$ cat src/rtl/decode_if.sv
// Handshake and result bundle between fetch, the RV32I decode stage and execute.
// The stage uses the slave modport; the fetch/execute side uses master.
interface decode_if #(
    parameter int XLEN  = 32,
    parameter int CNT_W = 16
);
    logic             flush_i;
    logic             in_valid_i;
    logic             in_ready_o;
    logic [31:0]      instr_i;
    logic [XLEN-1:0]  pc_i;
    logic             out_valid_o;
    logic             out_ready_i;
    logic [XLEN-1:0]  pc_o;
    logic [4:0]       rs1_o;
    logic [4:0]       rs2_o;
    logic [4:0]       rd_o;
    logic [6:0]       op_o;
    logic [2:0]       funct3_o;
    logic [9:0]       alu_op_sel_o;
    logic [XLEN-1:0]  imm_o;
    logic [6:0]       type_o;
    logic [CNT_W-1:0] decoded_cnt_o;
    logic [CNT_W-1:0] illegal_cnt_o;

    modport slave (
        input  flush_i, in_valid_i, instr_i, pc_i, out_ready_i,
        output in_ready_o, out_valid_o, pc_o, rs1_o, rs2_o, rd_o, op_o,
               funct3_o, alu_op_sel_o, imm_o, type_o, decoded_cnt_o, illegal_cnt_o
    );

    modport master (
        output flush_i, in_valid_i, instr_i, pc_i, out_ready_i,
        input  in_ready_o, out_valid_o, pc_o, rs1_o, rs2_o, rd_o, op_o,
               funct3_o, alu_op_sel_o, imm_o, type_o, decoded_cnt_o, illegal_cnt_o
    );
endinterface

$ cat src/rtl/decode_stage.sv
// Registered RV32I decode stage: classifies instructions, extracts fields and immediates,
// and buffers up to two results (output + optional skid register) with flush and event counters.
module decode_stage #(
    parameter int XLEN    = 32,
    parameter bit SKID_EN = 1'b1,
    parameter int CNT_W   = 16
) (
    input  logic     clk_i,
    input  logic     rst_i,
    decode_if.slave  bus
);
    typedef struct packed {
        logic [XLEN-1:0] pc;
        logic [4:0]      rs1;
        logic [4:0]      rs2;
        logic [4:0]      rd;
        logic [6:0]      op;
        logic [2:0]      funct3;
        logic [9:0]      alu;
        logic [XLEN-1:0] imm;
        logic [6:0]      typ;
    } dec_t;

    dec_t             dec, out_reg, skid_reg;
    logic             out_valid_reg, out_valid_next;
    logic             skid_valid_reg, skid_valid_next;
    logic             load_out, load_out_from_skid, load_skid;
    logic             in_ready, accept, drain;
    logic [CNT_W-1:0] decoded_cnt_reg, illegal_cnt_reg;
    logic [31:0]      instr, imm32;
    logic [6:0]       opc, funct7, typ;
    logic [2:0]       funct3;

    assign instr  = bus.instr_i;
    assign opc    = instr[6:0];
    assign funct3 = instr[14:12];
    assign funct7 = instr[31:25];

    // One-hot class {illegal,j,u,b,s,i,r}; the full 7-bit compare also enforces instr[1:0]=11.
    always_comb begin
        typ = 7'b1000000;
        case (opc)
            7'b0110011:                                     typ = 7'b0000001;
            7'b0010011, 7'b0000011, 7'b1100111, 7'b1110011: typ = 7'b0000010;
            7'b0100011:                                     typ = 7'b0000100;
            7'b1100011:                                     typ = 7'b0001000;
            7'b0110111, 7'b0010111:                         typ = 7'b0010000;
            7'b1101111:                                     typ = 7'b0100000;
            default:                                        typ = 7'b1000000;
        endcase
    end

    always_comb begin
        dec     = '0;
        imm32   = '0;
        dec.pc  = bus.pc_i;
        dec.op  = opc;
        dec.typ = typ;
        if (!typ[6]) begin
            dec.rd     = (typ[2] | typ[3]) ? 5'd0 : instr[11:7];
            dec.rs1    = (typ[4] | typ[5]) ? 5'd0 : instr[19:15];
            dec.rs2    = (typ[0] | typ[2] | typ[3]) ? instr[24:20] : 5'd0;
            dec.funct3 = (typ[4] | typ[5]) ? 3'd0 : funct3;
        end
        if (typ[0]) begin
            dec.alu = {funct7, funct3};
        end else if (typ[1] && opc == 7'b0010011) begin
            // Only shifts carry funct7 (SRLI/SRAI distinction) into the ALU selector.
            dec.alu = (funct3 == 3'b001 || funct3 == 3'b101) ? {funct7, funct3} : {7'd0, funct3};
        end
        if (typ[1])      imm32 = {{20{instr[31]}}, instr[31:20]};
        else if (typ[2]) imm32 = {{20{instr[31]}}, instr[31:25], instr[11:7]};
        else if (typ[3]) imm32 = {{19{instr[31]}}, instr[31], instr[7], instr[30:25], instr[11:8], 1'b0};
        else if (typ[4]) imm32 = {instr[31:12], 12'd0};
        else if (typ[5]) imm32 = {{11{instr[31]}}, instr[31], instr[19:12], instr[20], instr[30:21], 1'b0};
        dec.imm        = {XLEN{imm32[31]}};
        dec.imm[31:0]  = imm32;
    end

    assign accept = bus.in_valid_i & in_ready;
    assign drain  = out_valid_reg & bus.out_ready_i;

    // Occupancy control: skid contents always leave before newer input reaches the output.
    always_comb begin
        out_valid_next     = out_valid_reg;
        skid_valid_next    = skid_valid_reg;
        load_out           = 1'b0;
        load_out_from_skid = 1'b0;
        load_skid          = 1'b0;
        if (bus.flush_i) begin
            out_valid_next  = 1'b0;
            skid_valid_next = 1'b0;
        end else if (!out_valid_reg || drain) begin
            if (skid_valid_reg) begin
                load_out_from_skid = 1'b1;
                out_valid_next     = 1'b1;
                load_skid          = accept;
                skid_valid_next    = accept;
            end else begin
                load_out       = accept;
                out_valid_next = accept;
            end
        end else if (accept) begin
            load_skid       = 1'b1;
            skid_valid_next = 1'b1;
        end
    end

    always_ff @(posedge clk_i or posedge rst_i) begin
        if (rst_i) begin
            out_reg         <= '0;
            skid_reg        <= '0;
            out_valid_reg   <= 1'b0;
            skid_valid_reg  <= 1'b0;
            decoded_cnt_reg <= '0;
            illegal_cnt_reg <= '0;
        end else begin
            out_valid_reg  <= out_valid_next;
            skid_valid_reg <= skid_valid_next;
            if (load_out_from_skid) out_reg  <= skid_reg;
            else if (load_out)      out_reg  <= dec;
            if (load_skid)          skid_reg <= dec;
            if (accept && !bus.flush_i) begin
                decoded_cnt_reg <= decoded_cnt_reg + 1'b1;
                if (typ[6]) illegal_cnt_reg <= illegal_cnt_reg + 1'b1;
            end
        end
    end

    generate
        if (SKID_EN) begin : g_skid
            logic ready_reg;
            always_ff @(posedge clk_i or posedge rst_i) begin
                if (rst_i) ready_reg <= 1'b1;
                else       ready_reg <= !skid_valid_next;
            end
            assign in_ready = ready_reg;
        end else begin : g_no_skid
            assign in_ready = !out_valid_reg | bus.out_ready_i;
        end
    endgenerate

    assign bus.in_ready_o    = in_ready;
    assign bus.out_valid_o   = out_valid_reg;
    assign bus.pc_o          = out_reg.pc;
    assign bus.rs1_o         = out_reg.rs1;
    assign bus.rs2_o         = out_reg.rs2;
    assign bus.rd_o          = out_reg.rd;
    assign bus.op_o          = out_reg.op;
    assign bus.funct3_o      = out_reg.funct3;
    assign bus.alu_op_sel_o  = out_reg.alu;
    assign bus.imm_o         = out_reg.imm;
    assign bus.type_o        = out_reg.typ;
    assign bus.decoded_cnt_o = decoded_cnt_reg;
    assign bus.illegal_cnt_o = illegal_cnt_reg;
endmodule
$ cat src/flat_wrapper.sv
// flat-port wrapper written by rule: the top's interface ports become plain ports
module decode_stage_flat 
#(
    parameter int XLEN    = 32,
    parameter bit SKID_EN = 1'b1,
    parameter int CNT_W   = 16
)
  (clk_i, rst_i, bus_flush_i, bus_in_valid_i, bus_instr_i, bus_pc_i, bus_out_ready_i, bus_in_ready_o, bus_out_valid_o, bus_pc_o, bus_rs1_o, bus_rs2_o, bus_rd_o, bus_op_o, bus_funct3_o, bus_alu_op_sel_o, bus_imm_o, bus_type_o, bus_decoded_cnt_o, bus_illegal_cnt_o);
  decode_if #(.XLEN(XLEN), .CNT_W(CNT_W)) bus_i ();
  input  logic clk_i;
  input  logic rst_i;
  input wire logic [$bits(bus_i.flush_i)-1:0] bus_flush_i;
  input wire logic [$bits(bus_i.in_valid_i)-1:0] bus_in_valid_i;
  input wire logic [$bits(bus_i.instr_i)-1:0] bus_instr_i;
  input wire logic [$bits(bus_i.pc_i)-1:0] bus_pc_i;
  input wire logic [$bits(bus_i.out_ready_i)-1:0] bus_out_ready_i;
  output wire logic [$bits(bus_i.in_ready_o)-1:0] bus_in_ready_o;
  output wire logic [$bits(bus_i.out_valid_o)-1:0] bus_out_valid_o;
  output wire logic [$bits(bus_i.pc_o)-1:0] bus_pc_o;
  output wire logic [$bits(bus_i.rs1_o)-1:0] bus_rs1_o;
  output wire logic [$bits(bus_i.rs2_o)-1:0] bus_rs2_o;
  output wire logic [$bits(bus_i.rd_o)-1:0] bus_rd_o;
  output wire logic [$bits(bus_i.op_o)-1:0] bus_op_o;
  output wire logic [$bits(bus_i.funct3_o)-1:0] bus_funct3_o;
  output wire logic [$bits(bus_i.alu_op_sel_o)-1:0] bus_alu_op_sel_o;
  output wire logic [$bits(bus_i.imm_o)-1:0] bus_imm_o;
  output wire logic [$bits(bus_i.type_o)-1:0] bus_type_o;
  output wire logic [$bits(bus_i.decoded_cnt_o)-1:0] bus_decoded_cnt_o;
  output wire logic [$bits(bus_i.illegal_cnt_o)-1:0] bus_illegal_cnt_o;
  assign bus_i.flush_i = bus_flush_i;
  assign bus_i.in_valid_i = bus_in_valid_i;
  assign bus_i.instr_i = bus_instr_i;
  assign bus_i.pc_i = bus_pc_i;
  assign bus_i.out_ready_i = bus_out_ready_i;
  assign bus_in_ready_o = bus_i.in_ready_o;
  assign bus_out_valid_o = bus_i.out_valid_o;
  assign bus_pc_o = bus_i.pc_o;
  assign bus_rs1_o = bus_i.rs1_o;
  assign bus_rs2_o = bus_i.rs2_o;
  assign bus_rd_o = bus_i.rd_o;
  assign bus_op_o = bus_i.op_o;
  assign bus_funct3_o = bus_i.funct3_o;
  assign bus_alu_op_sel_o = bus_i.alu_op_sel_o;
  assign bus_imm_o = bus_i.imm_o;
  assign bus_type_o = bus_i.type_o;
  assign bus_decoded_cnt_o = bus_i.decoded_cnt_o;
  assign bus_illegal_cnt_o = bus_i.illegal_cnt_o;
  decode_stage #(.XLEN(XLEN), .SKID_EN(SKID_EN), .CNT_W(CNT_W)) u_core (.clk_i(clk_i), .rst_i(rst_i), .bus(bus_i));
endmodule
$ cat config.mk
export PLATFORM = sky130hd
export DESIGN_NAME = decode_stage_flat
export DESIGN_NICKNAME = d
export VERILOG_FILES = /design/src/rtl/decode_if.sv /design/src/rtl/decode_stage.sv /design/src/flat_wrapper.sv
export SDC_FILE = /design/constraint.sdc
export NUM_CORES = 1
export LEC_CHECK = 0
export CAP_MARGIN = 20
export CORE_UTILIZATION = 46
export DETAILED_ROUTE_END_ITERATION = 7
export PLACE_DENSITY = 0.81
export SETUP_SLACK_MARGIN = 0.1
export SKIP_CTS_REPAIR_TIMING = 1
export SYNTH_ARGS = -nofsm -noshare
export SYNTH_HDL_FRONTEND = slang
export SYNTH_SLANG_ARGS = --single-unit
$ cat constraint.sdc
create_clock -name clk_i -period 8.6 [get_ports clk_i]
set_input_delay 1.72 -clock clk_i [delete_from_list [all_inputs] [get_ports clk_i]]
set_output_delay 1.72 -clock clk_i [all_outputs]
set_load 0.05 [all_outputs]
Word-level counts from Yosys, hierarchy flattened
Cells that the tools add are included.
{"block": "word_totals", "input_bits": 69, "elab_cells": 88, "register_bits": 247, "out_inout_bits": 140}
{"block": "op_classes", "reduce_logical": 12, "muxes": 33, "bitwise_logic": 6, "n_addsub": 2, "n_eq_ne": 12}
{"op": "$mux 106", "count": 2}
{"op": "$mux 32", "count": 5}
{"op": "$pmux 7 s6", "count": 1}
{"op": "$add 16x1->16 const B", "count": 2}
{"op": "$mux 10", "count": 3}
{"op": "$eq 7x7->1 const B", "count": 4}
{"op": "$eq 7x6->1 const B", "count": 3}
{"op": "$mux 1", "count": 16}
{"op": "$mux 15", "count": 1}
{"op": "$mux 5", "count": 3}
{"op": "$eq 7x5->1 const B", "count": 2}
{"op": "$eq 7x2->1 const B", "count": 1}
{"op": "$mux 3", "count": 2}
{"op": "$or 1x1->1", "count": 4}
{"op": "$reduce_bool 2->1", "count": 2}
{"op": "$reduce_or 4->1", "count": 1}
{"op": "$eq 3x1->1 const B", "count": 1}
{"op": "$eq 3x3->1 const B", "count": 1}
{"op": "$logic_not 1->1", "count": 3}
{"op": "$and 1x1->1", "count": 2}
{"op": "$logic_and 1x1->1", "count": 2}
{"op": "$logic_or 1x1->1", "count": 2}
{"op": "$reduce_and 2->1", "count": 1}
{"op": "$reduce_or 2->1", "count": 1}

Depth between registers and ports, before layout
{"block": "logic_depth", "word_depth": 10, "depth_mapped": 8, "depth_no_buf": 5}

Worst setup path before layout
OpenSTA, ideal clock, no wires.
{"block": "synth_timing", "path_kind": "input port to flip-flop", "start": "input port bus_instr_i[4]", "end": "register u_core.skid_reg[27] (netlist name)", "arrival_time_ns": 3.093, "setup_slack_ns": 5.381, "t_required_ns": 8.474, "setup_ns": 0.126, "cell_stages": 8, "n_path_buf": 3, "cell_sequence": "buf_4 -> and4b_4 -> and3_1 -> buf_6 -> nor3_4 -> nor2_2 -> buf_6 -> a221o_1"}
{"block": "synth_via", "elab_chain_len": 8, "word_cells_on_any_way": 18, "classes_between": "eq/ne (10); mux (6); reduce/logical (2)"}
{"element": "start: declaration", "line_no": "flat_wrapper.sv:14", "source": "input wire logic [$bits(bus_i.instr_i)-1:0] bus_instr_i;"}
{"element": "$eq 7x2->1 (tied with other cells)", "line_no": "decode_stage.sv:42", "source": "case (opc)"}
{"element": "$reduce_or 4->1 or $reduce_or 2->1 (tied branches)", "line_no": "decode_stage.sv:42"}
{"element": "$pmux 7 s6 (*)", "line_no": "decode_stage.sv:42"}
{"element": "$mux 32", "line_no": "decode_stage.sv:75", "source": "else if (typ[5]) imm32 = {{11{instr[31]}}, instr[31], instr[19:12], instr[20], instr[30:21], 1'b0};"}
{"element": "$mux 32", "line_no": "decode_stage.sv:74", "source": "else if (typ[4]) imm32 = {instr[31:12], 12'd0};"}
{"element": "$mux 32", "line_no": "decode_stage.sv:73", "source": "else if (typ[3]) imm32 = {{19{instr[31]}}, instr[31], instr[7], instr[30:25], instr[11:8], 1'b0};"}
{"element": "$mux 32", "line_no": "decode_stage.sv:72", "source": "else if (typ[2]) imm32 = {{20{instr[31]}}, instr[31:25], instr[11:7]};"}
{"element": "$mux 32 (*)", "line_no": "decode_stage.sv:71", "source": "if (typ[1]) imm32 = {{20{instr[31]}}, instr[31:20]};"}
{"element": "end signal: assignment", "line_no": "decode_stage.sv:112", "source": "skid_reg <= '0;"}
{"element": "end signal: assignment", "line_no": "decode_stage.sv:122", "source": "if (load_skid) skid_reg <= dec;"}
{"element": "end: declaration", "line_no": "decode_stage.sv:24", "source": "dec_t dec, out_reg, skid_reg;"}
Mark *: on every way between the ends. The rest lies on a longest branch, timed or not.
A chain may end at the register's enable or synchronous reset.

Final worst setup path
{"block": "layout_timing", "start": "input port bus_out_ready_i", "end": "register u_core.skid_reg[11] (netlist name)"}
{"block": "layout_via", "elab_chain_len": 4}
{"element": "start: declaration", "line_no": "flat_wrapper.sv:16", "source": "input wire logic [$bits(bus_i.out_ready_i)-1:0] bus_out_ready_i;"}
{"element": "$and 1x1->1", "line_no": "decode_stage.sv:81", "source": "assign drain = out_valid_reg & bus.out_ready_i;"}
{"element": "$logic_or 1x1->1", "line_no": "decode_stage.sv:93", "source": "end else if (!out_valid_reg || drain) begin"}
{"element": "$mux 1", "line_no": "decode_stage.sv:93"}
{"element": "$mux 1", "line_no": "decode_stage.sv:90", "source": "if (bus.flush_i) begin"}
Every way passes these cells.

==> impl_metrics.py <==
metrics = {
    "outcome": {
        "status": "finished clean",
    },
    "sta": {
        "drv_slew": 0,
        "period_minus_slack_ns": 4.33,
        "finalWorstSetupSlack_ns": 4.27,
        "fmaxAchievable_mhz": 231,
        "finalHoldViolations": 0,
        "timing.hold.ws_ns": 0.461,
        "worstMarginPinSlew_ns": 0.965,
        "slew_headroom": 0.354,
        "finClkSkew_ns": 0.0145,
        "grt_setup_unrepaired": "no",
        "setup_viol": 0,
        "fin_crit_sh": 0.503,
        "fin_setup_tns_ns": 0,
    },
    "global_route": {
        "grt_use_total": 0.238,
        "grt_overflow": 0,
        "grt_pass1_wl_mm": 42.9,
        "grt_max_degree": 184,
        "first_global_vias": 8053,
        "antenna_found_initial": 0,
    },
    "synth": {
        "synth_async_sr_flop_share": 1.00,
        "synth-seq-cells": 247,
        "synth_area_per_cell_sq_um": 10.8,
        "synth.lib_cells_used.distinct": 48,
        "syn_inst": 941,
        "synthFlopType": "dfrtp_1",
        "syn_area_sq_um": 10200,
        "syn_nets": 1012,
        "synth-edff-count": 0,
        "seq_area_frac_synth": 0.606,
        "ys_warn_count": 0,
    },
    "finish": {
        "final_common_cell": "nand2_1",
        "drive_above_1_share": 0.0663,
        "syn_to_final_growth_pct": 31.7,
        "largest_reg_flops": 106,
        "nets": 1199,
        "final_cell_mix": "nand2_1, dfrtp_1, clkdlybuf4s50_1, a22oi_1, a22o_1",
        "design_area_sq_um": 13400,
        "antenna_cells": 0,
    },
    "clocking": {
        "htree_num_levels": 1,
        "numCtsBuffers": 26,
        "clockRootBuffer": "clkbuf_16",
        "clk_latency_ns": 0.52,
        "path_clk_slew_ns": 0.06,
        "clock_path_buffers": 3,
        "tritoncts": "built",
        "clock-sinks": 247,
    },
    "setup_path": {
        "crit_arrival_ns": 4.73,
        "worstPathRequired_ns": 9.00,
        "start_kind": "input pin",
        "cp_max_fo": 64,
        "critPathSlowestCell": "o21ai_4",
        "slowest_delay_ns": 0.70,
        "crit_chain": "clkdlybuf4s50_1, nor2b_1, o21ai_4, buf_4, buf_4, nor2_1, a22o_1, a21o_1",
        "crit_path_end_kind": "flip-flop",
        "cp_top_family": "buffers and inverters",
        "path_buf_inv": 3,
        "crit_top_cell": "buf_4",
        "ff2ff_setup_slack_ns": 5.47,
        "path_class": "in2reg",
    },
    "detailed_routing": {
        "wirelength_mm": 27.3,
        "ant_nets": 0,
        "drtIter0Drc": 884,
        "viasPerCell": 5.81,
        "vias": 8280,
        "detail_route.wl_per_cell_microns": 19.1,
        "route.detailed.drc": 0,
        "drtPass1Iterations": 8,
    },
    "power": {
        "power_mw": 3.28,
        "p_per_area_nw_per_um2": 244,
        "p_leak_nw": 6.50,
        "irDropWorstVdd_mv": 0.128,
    },
    "die": {
        "die_y_microns": 151,
        "row_count": 54,
        "dieArea_sq_um": 22800,
        "initial_core_util": 0.469,
        "core_sq_um": 21800,
        "die_w_microns": 151,
        "pin_count": 209,
    },
    "placed_design": {
        "hpwl_mm": 17.2,
        "io_buffers": 208,
        "gp_congestion": 0.816,
        "dp_slack_ns": 3.79,
        "placed_cell_area_sq_um": 12500,
    },
    "job": {
        "drv_cap": 0,
    },
    "min_path": {
        "hold_path_class": "reg2reg",
    },
}
-- through the flow --
| step | cells | utilization |
|---|---|---|
| global route | 1426 | 0.617 |
| global placement | 1378 | 0.574 |
| floorplan | 941 | - |
| detailed placement | 1378 | 0.574 |
| finish | 1426 | 0.617 |
| CTS | 1424 | 0.616 |
-- worst reg2reg max path: stages (launching register included) --
cell and delay (ns):
dfrtp_1 0.39, nor2b_1 0.22, o21ai_4 0.70, buf_4 0.70
buf_4 0.47, nor2_1 0.17, a22o_1 0.20, a21o_1 0.15
-- cell families (layout without fill, tap and decap cells) --
logic type / count (synthesis) / count (layout) / synth area share
multiplexers: 3 / 3 / 0.00319
AO/OA/AOI/OAI: 213 / 213 / 0.170
XOR/XNOR: 30 / 30 / 0.0258
adder cells (fa/ha/maj): 2 / 2 / 0.00245
buffers and inverters: 90 / 295 / 0.0363
AND/OR/NAND/NOR: 356 / 356 / 0.156
flip-flops: 247 / 247 / 0.606
-- Yosys cell counts, types with 2 or more instances --
master / number / area share
buf_1: 9 / 0.0033
buf_2: 11 / 0.0054
xnor2_1: 21 / 0.018
and4_1: 5 / 0.0043
nor2_1: 23 / 0.0085
inv_1: 30 / 0.011
and3b_1: 2 / 0.0017
a221o_1: 27 / 0.027
dfrtp_1: 246 / 0.60
a222oi_1: 35 / 0.034
and2_1: 5 / 0.0031
xor2_1: 9 / 0.0077
nand4_1: 7 / 0.0043
nor2b_1: 4 / 0.0025
nand2b_1: 2 / 0.0012
a21oi_1: 5 / 0.0025
nand3_1: 22 / 0.011
ha_1: 2 / 0.0025
mux2_2: 2 / 0.0022
nor4_4: 2 / 0.0042
clkbuf_1: 37 / 0.014
and3_1: 6 / 0.0037
a22o_1: 44 / 0.038
nor3_1: 6 / 0.0029
nor3_2: 3 / 0.0029
nand2_1: 258 / 0.095
or2_1: 2 / 0.0012
buf_6: 2 / 0.0022
a22oi_1: 58 / 0.043
o21ai_0: 28 / 0.014
a21o_1: 11 / 0.0081
-- cell type report --
| cell class | count | area (sq um) |
|---|---|---|
| Clock inverter | 10 | 130 |
| Sequential cell | 247 | 6180 |
| Fill cell | 1719 | 8330 |
| Clock buffer | 36 | 779 |
| Inverter | 30 | 116 |
| Tap cell | 280 | 350 |
| Multi-Input combinational cell | 604 | 3680 |
| Timing Repair Buffer | 219 | 2190 |
-- where the power goes --
part	switching (mW)	internal, mW
clock	0.457	0.719
combinational	0.458	0.238
sequential	0.107	1.30
total	1.02	2.26
-- per-layer routing --
layer / global-route usage / share of wire
met5: 0 / 0
met4: 0.0835 / 0.026
met3: 0.0334 / 0.075
met2: 0.364 / 0.46
met1: 0.347 / 0.44
-- final timing paths --
kind,start,end,depth (start not counted)
worst max-delay path,bus_out_ready_i,u_core.skid_reg[11],8
worst max register to register,u_core.bus.out_valid_o,u_core.skid_reg[11],7
worst min register to register,u_core.bus.decoded_cnt_o[15],u_core.bus.decoded_cnt_o[15],1
max in group asynchronous,rst_i,u_core.bus.funct3_o[0],4
worst min-delay path,u_core.bus.decoded_cnt_o[15],u_core.bus.decoded_cnt_o[15],1
min in group asynchronous,rst_i,u_core.bus.decoded_cnt_o[8],2
(Power assumes the default switching activity.)
